### src/rtl/uart_pkg.sv
// Shared UART definitions: receiver FSM states, parity modes, default
// baud constants (shared with the transmitter) and a parity helper.
package uart_pkg;

  // 50 MHz / 115200 baud / 16x oversampling ~= 27 clk per tick
  localparam int unsigned DEFAULT_CLK_DIV    = 27;
  localparam int unsigned DEFAULT_OVERSAMPLE = 16;

  // Parity modes (value of the PARITY_ODD parameter)
  localparam logic PARITY_MODE_EVEN = 1'b0;
  localparam logic PARITY_MODE_ODD  = 1'b1;

  typedef enum logic [2:0] {
    RX_IDLE,
    RX_START,
    RX_DATA,
    RX_PARITY,
    RX_STOP
  } rx_state_e;

  // True when the data XOR and the received parity bit disagree with the mode
  function automatic logic parity_error(input logic odd_mode,
                                        input logic data_xor,
                                        input logic parity_bit);
    logic ones_odd;
    ones_odd = data_xor ^ parity_bit;
    return (odd_mode == PARITY_MODE_ODD) ? ~ones_odd : ones_odd;
  endfunction

endpackage

### src/rtl/uart_rx_if.sv
// Received-word handshake bundle between the UART receiver and its consumer.
//   data_out   : received word
//   data_valid : data_out and flags hold a word
//   data_ready : consumer accepts the word when high with data_valid
//   parity_err : parity mismatch for the held word
//   frame_err  : stop bit sampled low for the held word
interface uart_rx_if #(
  parameter int unsigned DATA_BITS = 8
);
  logic [DATA_BITS-1:0] data_out;
  logic                 data_valid;
  logic                 data_ready;
  logic                 parity_err;
  logic                 frame_err;

  modport master (
    output data_out,
    output data_valid,
    output parity_err,
    output frame_err,
    input  data_ready
  );

  modport slave (
    input  data_out,
    input  data_valid,
    input  parity_err,
    input  frame_err,
    output data_ready
  );
endinterface

### src/rtl/uart_baud_tick.sv
// Clock-divider tick generator. Counts 0..CLK_DIV-1 and pulses tick_c for one
// clk at the terminal count. restart holds the counter at 0 so the tick phase
// aligns with whatever event releases it.
//   clk, reset : system clock, synchronous active-high reset
//   restart    : hold counter at 0 (no ticks while high)
//   tick_c     : one-clk tick pulse (combinational from the counter)
module uart_baud_tick
  import uart_pkg::*;
#(
  parameter int unsigned CLK_DIV = DEFAULT_CLK_DIV
) (
  input  logic clk,
  input  logic reset,
  input  logic restart,
  output logic tick_c
);

  localparam int unsigned CNT_W    = (CLK_DIV > 1) ? $clog2(CLK_DIV) : 1;
  localparam int unsigned LAST_CNT = CLK_DIV - 1;

  logic [CNT_W-1:0] cnt_q;

  // Divider counter
  always_ff @(posedge clk) begin
    if (reset || restart) begin
      cnt_q <= '0;
    end else if (cnt_q == CNT_W'(LAST_CNT)) begin
      cnt_q <= '0;
    end else begin
      cnt_q <= cnt_q + CNT_W'(1);
    end
  end

  assign tick_c = !restart && (cnt_q == CNT_W'(LAST_CNT));

endmodule

### src/rtl/uart_rx.sv
// UART receiver with N-times oversampling. Synchronises rx_in, detects the
// start edge, samples each bit at its midpoint, checks optional parity and the
// stop bit, and presents each word on a valid/ready holding register.
//   clk, reset    : system clock, synchronous active-high reset
//   rx_in         : asynchronous serial line, idles high
//   rx_bus        : received word handshake (data/valid/ready/error flags)
//   overrun       : sticky, a completed frame was dropped (holding reg full)
//   clear_overrun : one-clk pulse clears overrun (a same-clk set wins)
//   busy          : receiver is not idle
module uart_rx
  import uart_pkg::*;
#(
  parameter int unsigned CLK_DIV    = DEFAULT_CLK_DIV,
  parameter int unsigned OVERSAMPLE = DEFAULT_OVERSAMPLE,
  parameter int unsigned DATA_BITS  = 8,
  parameter int unsigned PARITY_EN  = 0,
  parameter int unsigned PARITY_ODD = 0
) (
  input  logic      clk,
  input  logic      reset,
  input  logic      rx_in,
  uart_rx_if.master rx_bus,
  output logic      overrun,
  input  logic      clear_overrun,
  output logic      busy
);

  localparam int unsigned PH_W     = $clog2(OVERSAMPLE);
  localparam int unsigned BC_W     = $clog2(DATA_BITS + 1);
  localparam int unsigned HALF_PH  = OVERSAMPLE / 2 - 1;
  localparam int unsigned LAST_PH  = OVERSAMPLE - 1;
  localparam int unsigned LAST_BIT = DATA_BITS - 1;
  localparam logic        ODD_MODE = (PARITY_ODD != 0) ? PARITY_MODE_ODD : PARITY_MODE_EVEN;
  localparam logic        HAS_PAR  = (PARITY_EN != 0);

  // Synchroniser and edge detect
  logic rx_meta;
  logic rx_s;
  logic rx_prev;
  logic fall_c;

  // FSM state and datapath registers
  rx_state_e            state_q,   state_d;
  logic [PH_W-1:0]      phase_q,   phase_d;
  logic [BC_W-1:0]      bit_cnt_q, bit_cnt_d;
  logic [DATA_BITS-1:0] shift_q,   shift_d;
  logic                 par_err_q, par_err_d;

  // Output next-state values
  logic [DATA_BITS-1:0] data_d;
  logic                 valid_d;
  logic                 perr_d;
  logic                 ferr_d;
  logic                 overrun_d;
  logic                 busy_d;

  logic tick_c;
  logic bit_end_c;
  logic frame_done_c;
  logic stop_err_c;
  logic load_c;
  logic consume_c;
  logic ovr_set_c;

  // Tick phase is restarted while idle so it lines up with the start edge
  uart_baud_tick #(
    .CLK_DIV (CLK_DIV)
  ) u_tick (
    .clk     (clk),
    .reset   (reset),
    .restart (state_q == RX_IDLE),
    .tick_c  (tick_c)
  );

  assign fall_c    = rx_prev && !rx_s;
  assign bit_end_c = tick_c && (phase_q == PH_W'(LAST_PH));

  // Next-state, datapath and output logic
  always_comb begin
    state_d      = state_q;
    phase_d      = phase_q;
    bit_cnt_d    = bit_cnt_q;
    shift_d      = shift_q;
    par_err_d    = par_err_q;
    frame_done_c = 1'b0;
    stop_err_c   = 1'b0;

    if (tick_c) begin
      phase_d = (phase_q == PH_W'(LAST_PH)) ? '0 : phase_q + PH_W'(1);
    end

    unique case (state_q)
      RX_IDLE: begin
        phase_d   = '0;
        bit_cnt_d = '0;
        par_err_d = 1'b0;
        if (fall_c) begin
          state_d = RX_START;
        end
      end
      RX_START: begin
        // Mid-start-bit check rejects glitches shorter than half a bit
        if (tick_c && (phase_q == PH_W'(HALF_PH))) begin
          if (rx_s) begin
            state_d = RX_IDLE;
          end else begin
            state_d = RX_DATA;
            phase_d = '0;
          end
        end
      end
      RX_DATA: begin
        if (bit_end_c) begin
          shift_d   = {rx_s, shift_q[DATA_BITS-1:1]};
          bit_cnt_d = bit_cnt_q + BC_W'(1);
          if (bit_cnt_q == BC_W'(LAST_BIT)) begin
            state_d = HAS_PAR ? RX_PARITY : RX_STOP;
          end
        end
      end
      RX_PARITY: begin
        if (bit_end_c) begin
          par_err_d = parity_error(ODD_MODE, ^shift_q, rx_s);
          state_d   = RX_STOP;
        end
      end
      RX_STOP: begin
        if (bit_end_c) begin
          frame_done_c = 1'b1;
          stop_err_c   = !rx_s;
          state_d      = RX_IDLE;
        end
      end
      default: begin
        state_d = RX_IDLE;
      end
    endcase

    // Holding register: a completing frame loads if empty or being drained
    consume_c = rx_bus.data_valid && rx_bus.data_ready;
    load_c    = frame_done_c && (!rx_bus.data_valid || rx_bus.data_ready);
    ovr_set_c = frame_done_c && rx_bus.data_valid && !rx_bus.data_ready;

    data_d  = rx_bus.data_out;
    valid_d = rx_bus.data_valid;
    perr_d  = rx_bus.parity_err;
    ferr_d  = rx_bus.frame_err;
    if (load_c) begin
      data_d  = shift_q;
      perr_d  = par_err_q;
      ferr_d  = stop_err_c;
      valid_d = 1'b1;
    end else if (consume_c) begin
      valid_d = 1'b0;
    end

    overrun_d = overrun;
    if (clear_overrun) begin
      overrun_d = 1'b0;
    end
    if (ovr_set_c) begin
      overrun_d = 1'b1;
    end

    busy_d = (state_d != RX_IDLE);
  end

  // State and output registers
  always_ff @(posedge clk) begin
    if (reset) begin
      rx_meta           <= 1'b1;
      rx_s              <= 1'b1;
      rx_prev           <= 1'b1;
      state_q           <= RX_IDLE;
      phase_q           <= '0;
      bit_cnt_q         <= '0;
      shift_q           <= '0;
      par_err_q         <= 1'b0;
      rx_bus.data_out   <= '0;
      rx_bus.data_valid <= 1'b0;
      rx_bus.parity_err <= 1'b0;
      rx_bus.frame_err  <= 1'b0;
      overrun           <= 1'b0;
      busy              <= 1'b0;
    end else begin
      rx_meta           <= rx_in;
      rx_s              <= rx_meta;
      rx_prev           <= rx_s;
      state_q           <= state_d;
      phase_q           <= phase_d;
      bit_cnt_q         <= bit_cnt_d;
      shift_q           <= shift_d;
      par_err_q         <= par_err_d;
      rx_bus.data_out   <= data_d;
      rx_bus.data_valid <= valid_d;
      rx_bus.parity_err <= perr_d;
      rx_bus.frame_err  <= ferr_d;
      overrun           <= overrun_d;
      busy              <= busy_d;
    end
  end

endmodule

### src/flat_wrapper.sv
// flat-port wrapper written by rule: the top's interface ports become plain ports
module uart_rx_flat import uart_pkg::*;
#(
  parameter int unsigned CLK_DIV    = DEFAULT_CLK_DIV,
  parameter int unsigned OVERSAMPLE = DEFAULT_OVERSAMPLE,
  parameter int unsigned DATA_BITS  = 8,
  parameter int unsigned PARITY_EN  = 0,
  parameter int unsigned PARITY_ODD = 0
)
  (clk, reset, rx_in, overrun, clear_overrun, busy, rx_bus_data_out, rx_bus_data_valid, rx_bus_parity_err, rx_bus_frame_err, rx_bus_data_ready);
  uart_rx_if #(.DATA_BITS(DATA_BITS)) rx_bus_i ();
  input  logic clk;
  input  logic reset;
  input  logic rx_in;
  output logic overrun;
  input  logic clear_overrun;
  output logic busy;
  output wire logic [$bits(rx_bus_i.data_out)-1:0] rx_bus_data_out;
  output wire logic [$bits(rx_bus_i.data_valid)-1:0] rx_bus_data_valid;
  output wire logic [$bits(rx_bus_i.parity_err)-1:0] rx_bus_parity_err;
  output wire logic [$bits(rx_bus_i.frame_err)-1:0] rx_bus_frame_err;
  input wire logic [$bits(rx_bus_i.data_ready)-1:0] rx_bus_data_ready;
  assign rx_bus_data_out = rx_bus_i.data_out;
  assign rx_bus_data_valid = rx_bus_i.data_valid;
  assign rx_bus_parity_err = rx_bus_i.parity_err;
  assign rx_bus_frame_err = rx_bus_i.frame_err;
  assign rx_bus_i.data_ready = rx_bus_data_ready;
  uart_rx #(.CLK_DIV(CLK_DIV), .OVERSAMPLE(OVERSAMPLE), .DATA_BITS(DATA_BITS), .PARITY_EN(PARITY_EN), .PARITY_ODD(PARITY_ODD)) u_core (.clk(clk), .reset(reset), .rx_in(rx_in), .rx_bus(rx_bus_i), .overrun(overrun), .clear_overrun(clear_overrun), .busy(busy));
endmodule
### config.mk
export PLATFORM = sky130hd
export DESIGN_NAME = uart_rx_flat
export DESIGN_NICKNAME = d
export VERILOG_FILES = /design/src/rtl/uart_pkg.sv /design/src/rtl/uart_rx_if.sv /design/src/rtl/uart_baud_tick.sv /design/src/rtl/uart_rx.sv /design/src/flat_wrapper.sv
export SDC_FILE = /design/constraint.sdc
export NUM_CORES = 1
export LEC_CHECK = 0
export CORE_ASPECT_RATIO = 0.8
export CORE_MARGIN = 4
export CORE_UTILIZATION = 45
export DETAILED_ROUTE_END_ITERATION = 16
export PLACE_DENSITY = 0.69
export SYNTH_ARGS = -nofsm -noshare
export SYNTH_HDL_FRONTEND = slang
export SYNTH_HIERARCHICAL = 1
export SYNTH_SLANG_ARGS = --single-unit
### constraint.sdc
create_clock -name clk -period 2.5 [get_ports clk]
set_input_delay 0.5 -clock clk [delete_from_list [all_inputs] [get_ports clk]]
set_output_delay 0.5 -clock clk [all_outputs]
set_load 0.01 [all_outputs]
== Word level (Yosys, flattened, before mapping) ==
Index checks and enable logic that the tools add are counted.
Cells by class
  $add $sub $neg: 3
  bitwise gates (word level): 1
  reductions and logical operators: 25
  equality and inequality tests: 10
  muxes and demuxes: 25
Operators with widths (count)
  $mux W4: 5
  $mux W3: 6
  $pmux W4 S2: 2
  $pmux W3 S5: 1
  $mux W1: 9
  $add A4 B1 Y4 const B: 2
  $eq A4 B3 Y1 const B: 2
  $logic_and A1 B1 Y1: 8
  $reduce_bool A2 Y1: 4
  $reduce_xor A8 Y1: 1
  $eq A3 B2 Y1 const B: 2
  $reduce_and A2 Y1: 3
  $add A5 B1 Y5 const B: 1
  $eq A5 B5 Y1 const B: 1
  $eq A4 B4 Y1 const B: 1
  $logic_not A1 Y1: 4
  $ne A2 B1 Y1 const B: 2
  $eq A3 B1 Y1 const B: 1
  $eq A3 B3 Y1 const B: 1
  $logic_not A3 Y1: 1
  $reduce_bool A3 Y1: 1
  $logic_or A1 B1 Y1: 2
  $mux W2: 1
  $pmux W1 S2: 1
  2 further kinds: 2
Word-level totals
  input bits: 5
  register bits after elaboration: 41
  output and inout port bits: 13
  logic and storage cells: 79

== Longest topological paths before layout ==
  depth after elaboration: 9
  depth in mapped cells: 11
  mapped depth without buffers: 8

== Cells and area by module ==
The synthesis kept the hierarchy.
By module, submodules not included
  uart_rx: instances 1, area an instance 1625.3 µm², cells each 159
  uart_baud_tick: instances 1, area an instance 206.4 µm², cells each 22

== Worst setup path after synthesis ==
Ideal clock, no wire load.
  kind: flip-flop to flip-flop
  start: reg u_core.state_q[1]
  end: reg u_core.rx_bus.data_out[0]
  slack: 0.602 ns
  required time: 2.372 ns
  stages on the path, launching flop included: 11
  arrival: 1.771 ns
  period minus slack after synthesis: 1.898 ns
  cell sequence: dfxtp_1 -> buf_4 -> nor3_2 -> nor2_1 -> buf_4 -> and4_1 -> buf_4 -> nand4_2 -> buf_6 -> mux2i_1 -> nor2_1
On the way
  cells in the longest elaborated chain, start to end: 7
  elaborated cells between the ends (all ways): 8
  classes of those cells: eq/ne (1); mux (2); reduce/logical (5)
Ends and longest elaborated chain
  from (decl): RTL line uart_rx.sv:43  | rx_state_e state_q, state_d;
  from (signal assigned): RTL line uart_rx.sv:189  | state_q <= state_d;
  $logic_not A3 Y1: RTL line uart_rx.sv:71  | .restart (state_q == RX_IDLE),
  $logic_not A1 Y1: RTL line uart_baud_tick.sv:34  | assign tick_c = !restart && (cnt_q == CNT_W'(LAST_CNT));
  $logic_and A1 B1 Y1: RTL line uart_baud_tick.sv:34
  named net u_core.tick_c: RTL line uart_rx.sv:57  | logic tick_c;
  $logic_and A1 B1 Y1: RTL line uart_rx.sv:76  | assign bit_end_c = tick_c && (phase_q == PH_W'(LAST_PH));
  $mux W1: RTL line uart_rx.sv:128  | if (bit_end_c) begin
  $mux W1: RTL line uart_rx.sv:92  | unique case (state_q)
  $logic_and A1 B1 Y1: RTL line uart_rx.sv:141  | load_c = frame_done_c && (!rx_bus.data_valid || rx_bus.data_ready);
  to (signal assigned): RTL line uart_rx.sv:194  | rx_bus.data_out <= data_d;
  to (decl): RTL line uart_rx_if.sv:17  | output data_out,
The timed path passes the listed nets, and every way through them passes these cells.
A chain may end at the register's enable or synchronous reset.

== Final worst setup path ==
  start: reg u_core.state_q[0]
  end: reg u_core.busy
On the way
  cells in the longest elaborated chain, start to end: 7
  elaborated cells between the ends (all ways): 17
  classes of those cells: eq/ne (4); mux (7); reduce/logical (6)
Ends and longest elaborated chain
  $logic_not A3 Y1 *: RTL line uart_rx.sv:71
  $logic_not A1 Y1 *: RTL line uart_baud_tick.sv:34
  $logic_and A1 B1 Y1 *: RTL line uart_baud_tick.sv:34
  named net u_core.tick_c: RTL line uart_rx.sv:57
  $logic_and A1 B1 Y1 (on tied branches): RTL line uart_rx.sv:76, uart_rx.sv:103
  $mux W3 (on tied branches)
  $pmux W3 S5 *: RTL line uart_rx.sv:92
  $reduce_bool A3 Y1 *: RTL line uart_rx.sv:165  | busy_d = (state_d != RX_IDLE);
  to (signal assigned): RTL line uart_rx.sv:199  | busy <= busy_d;
  to (decl): RTL line uart_rx.sv:25  | output logic busy
The timed path passes the listed nets; every way through them passes the cells marked *.

==> summary.md <==
| Metric | Value |
|---|---|
| Outcome | completed |
| PwrDens | approximately 570 nW/um^2 |
| Initial antenna violation count | 0 |
| Mapped Cells | 181 |
| Die Width | about 79 um |
| Post-synthesis mux area share | under 10% |
| Die ar. | 5162 um^2 |
| Post-layout instance area | around 2200 um^2 |
| Hold Slack | roughly 0.41 ns |
| Headroom to the max-slew limit | around two thirds |
| HP Class | flip-flop to flip-flop |
| Core Util, Final | a little under three fifths |
| Drt via density | between 4 and 5 |
| CTS sink cnt | a little over 40 |
| Synth Flop Type | dfxtp_1 |
| CP Max Fanout | 13 |
| Mapped Area | about 1800 um^2 |
| XOR/XNOR share of the synthesized area | approximately 7.4% |
| Complex-gate fraction of the synthesized area | under 10% |
| Core area | about 3900 um^2 |
| Number of global-route vias before repair | ~1200 |
| Setup ws final | between 0.3 and 0.4 ns |
| Final setup violating endpoints | 0 |
| Reg clk slew, reported paths | approximately 0.08 ns |
| Slew Limit Fails | 0 |
| N_diodes | 0 |
| Crit path required time | ~2.7 ns |
| Sequential area share after synthesis | 44.81% |
| Simple logic cell fraction of the synthesized area | about a fifth |
| Placed cell area | roughly 2000 um^2 |
| Min cycle time layout | ~2.2 ns |
| CTS tree | done |
| Worst Tran Pin Value | about 0.50 ns |
| Nets@finish | between 200 and 250 |
| Proportion of layout cells with a drive suffix above 1 | between 10 and 15% |
| Synth top area share | roughly 45% |
| TritonCTS Buffers | 5 |
| Synth cell types | 45 |
| Post-DP HPWL | around 2.3 mm |
| Max-cap violations | 0 |
| Fmax | roughly 460 MHz |
| Post-synth EDFFs | 0 |
| Via count | between 1000 and 1500 |
| Main combinational cell family by area after synthesis | simple AND/OR/NAND/NOR gates |
| Drt pass-1 iters | 4 |
| Startpoint type of the worst setup path | flip-flop |
| Class of the most critical setup path | flip-flop to flip-flop |
| Register bit total from synthesis | between 40 and 50 |
| Area Overhead vs Synth | 19.06% |
| H-tree levels | 2 |
| GRT Util Overall | between 10% and 20% |
| Final Hold Vio Count | 0 |
| Post-Route WL | between 3 and 4 mm |
| # Post-CTS Setup Buffers | 0 |
| Syn Area/Cell | a little over 10 um^2 |
| CTS Root Cell | clkbuf_8 |
| I/O pin count | 18 |
| Worst-skew pair later-pin latency | 0.28 ns |
| RSZ-0062 raised after global routing | false |
| Setup_tns | 0 ns |
| Design Power | between 1 and 1.5 mW |
| Final period utilization | 87.08% |
| Routed Antenna Nets | 0 |
| Crit path capture type | flip-flop |
| # rows | 20 |
| Ys async rst share | 0% |
| Top cells by area, synth | dfxtp_1 45%, mux2i_1 9.8%, nor2_1 6.6%, xnor2_1 4.8%, ha_1 2.7% |
| Critical path arrival | 2.33 ns |
| Global route overflow | 0 |
| CTS hold repair buffers | 0 |
| Pin count of the biggest net entering global routing | 16 |
| Detailed-route DRC error count | 0 |
| Die Span Y | about 65 um |
| Starting Density | about 48% |
| Synthesized net count | 190 |
| Clock Skew | 0.007105 ns |
| Peak supply drop | around 0.39 mV |
| Clock Tree Buf Depth | 2 |
| Synth warn | 6 |
| Pleak | ~0.85 nW |
| Post_cts resized | 0 |
| Non-Filler Instances | 258 |
| Drt initial violations | ~150 |
| Routability cong. | ~0.84 |
| PortBufs | 17 |
| DR WL/cell | around 12 um |
| Global-route wire length before repair | 5.644 mm |
| Synthesized-area fraction occupied by adder cells | approximately 2.7% |
| Dpl cells | 250 |
| Dominant cell type by area after synthesis | dfxtp_1 |
| Dpl ws | 0.3627 ns |
power by group:
part | internal, mW | switching (mW)
Sequential | 0.657 | 0.00570
Combinational | 0.0171 | 0.0190
Clock | 0.325 | 0.219
Total | 0.998 | 0.244
cells in the mapped netlist, drive strengths merged, types with 2 or more instances:
cell type	count
o31ai	3
a2bb2oi	2
or2	5
nand2b	2
nand3	9
mux2i	18
nor3	5
inv	4
a211oi	2
nand4	2
clkbuf	3
dfxtp	41
buf	7
o21ai	2
a21oi	6
ha	4
xor2	3
xnor2	10
nand2	5
nor2	32
worst max-delay path, cell delays in order (launching register included):
cell and delay, ns:
dfxtp_1 0.63, nor3_2 0.15, nor2_1 0.22, buf_4 0.17, nand4_4 0.15, and3_1 0.21
o31ai_1 0.35, o311ai_2 0.15
cell usage in the layout, fill, tap and decap left out, types with 2 or more instances in the layout:
| master | instances |
|---|---|
| dfxtp_1 | 41 |
| nor2_1 | 32 |
| mux2i_1 | 18 |
| clkdlybuf4s50_1 | 17 |
| xnor2_1 | 10 |
| nand3_1 | 9 |
| buf_4 | 7 |
| clkbuf_8 | 6 |
| a21oi_1 | 6 |
| nand2_1 | 4 |
| inv_1 | 4 |
| ha_1 | 4 |
| xor2_1 | 3 |
| nor3_1 | 3 |
| or2_2 | 3 |
| nor3_2 | 2 |
| o31ai_2 | 2 |
| nand2b_1 | 2 |
| a2bb2oi_1 | 2 |
| o21ai_0 | 2 |
layer usage:
metal | up-vias | GRT usage [%] | part of all wire, %
met5 | - | 0 | 0
met4 | 0 | 4.077 | 0.37
met3 | 2 | 4.444 | 4.8
met2 | 27 | 21.74 | 44
met1 | 595 | 18.66 | 51
li1 | 663 | - | -
state kept, by name (all words and copies together), names as in the netlist:
name                      flops
u_core/rx_prev                1
u_core/rx_bus.data_valid      1
u_core/rx_bus.frame_err       1
u_core/rx_s                   1
u_core/state_q                3
u_core/bit_cnt_q              4
u_core/rx_bus.data_out        8
u_core/overrun                1
u_core/par_err_q              1
u_core/rx_meta                1
u_core/u_tick/cnt_q           5
u_core/busy                   1
u_core/shift_q                8
u_core/phase_q                4
u_core/rx_bus.parity_err      1
cells by family after synthesis:
group	count (synthesis)
simple gates	70
flops	41
compound gates	20
mux	18
xor+xnor	14
buf+inv	14
fa+ha+maj	4
layout make-up:
class / instances / area (um^2)
Timing Repair Buffer: 24 / 222.7
Fill cell: 354 / 1673
Tap cell: 55 / 68.82
Inverter: 4 / 15.01
Clock buffer: 6 / 82.58
Multi-Input combinational cell: 126 / 933.4
Sequential cell: 41 / 820.8
Clock inverter: 2 / 37.54
final timing paths:
check | startpoint | to | slack, ns | cells after the start
setup / recovery | u_core/state_q[0]$_SDFF_PP0_ | u_core/busy$_SDFF_PP0_ | 0.32 | 7
hold / removal | u_core/rx_meta$_SDFF_PP1_ | u_core/rx_s$_SDFF_PP1_ | 0.41 | 1
hold reg to reg | u_core/rx_meta$_SDFF_PP1_ | u_core/rx_s$_SDFF_PP1_ | 0.41 | 1
setup reg to reg | u_core/state_q[0]$_SDFF_PP0_ | u_core/busy$_SDFF_PP0_ | 0.32 | 7
(Power assumes the default switching activity.)
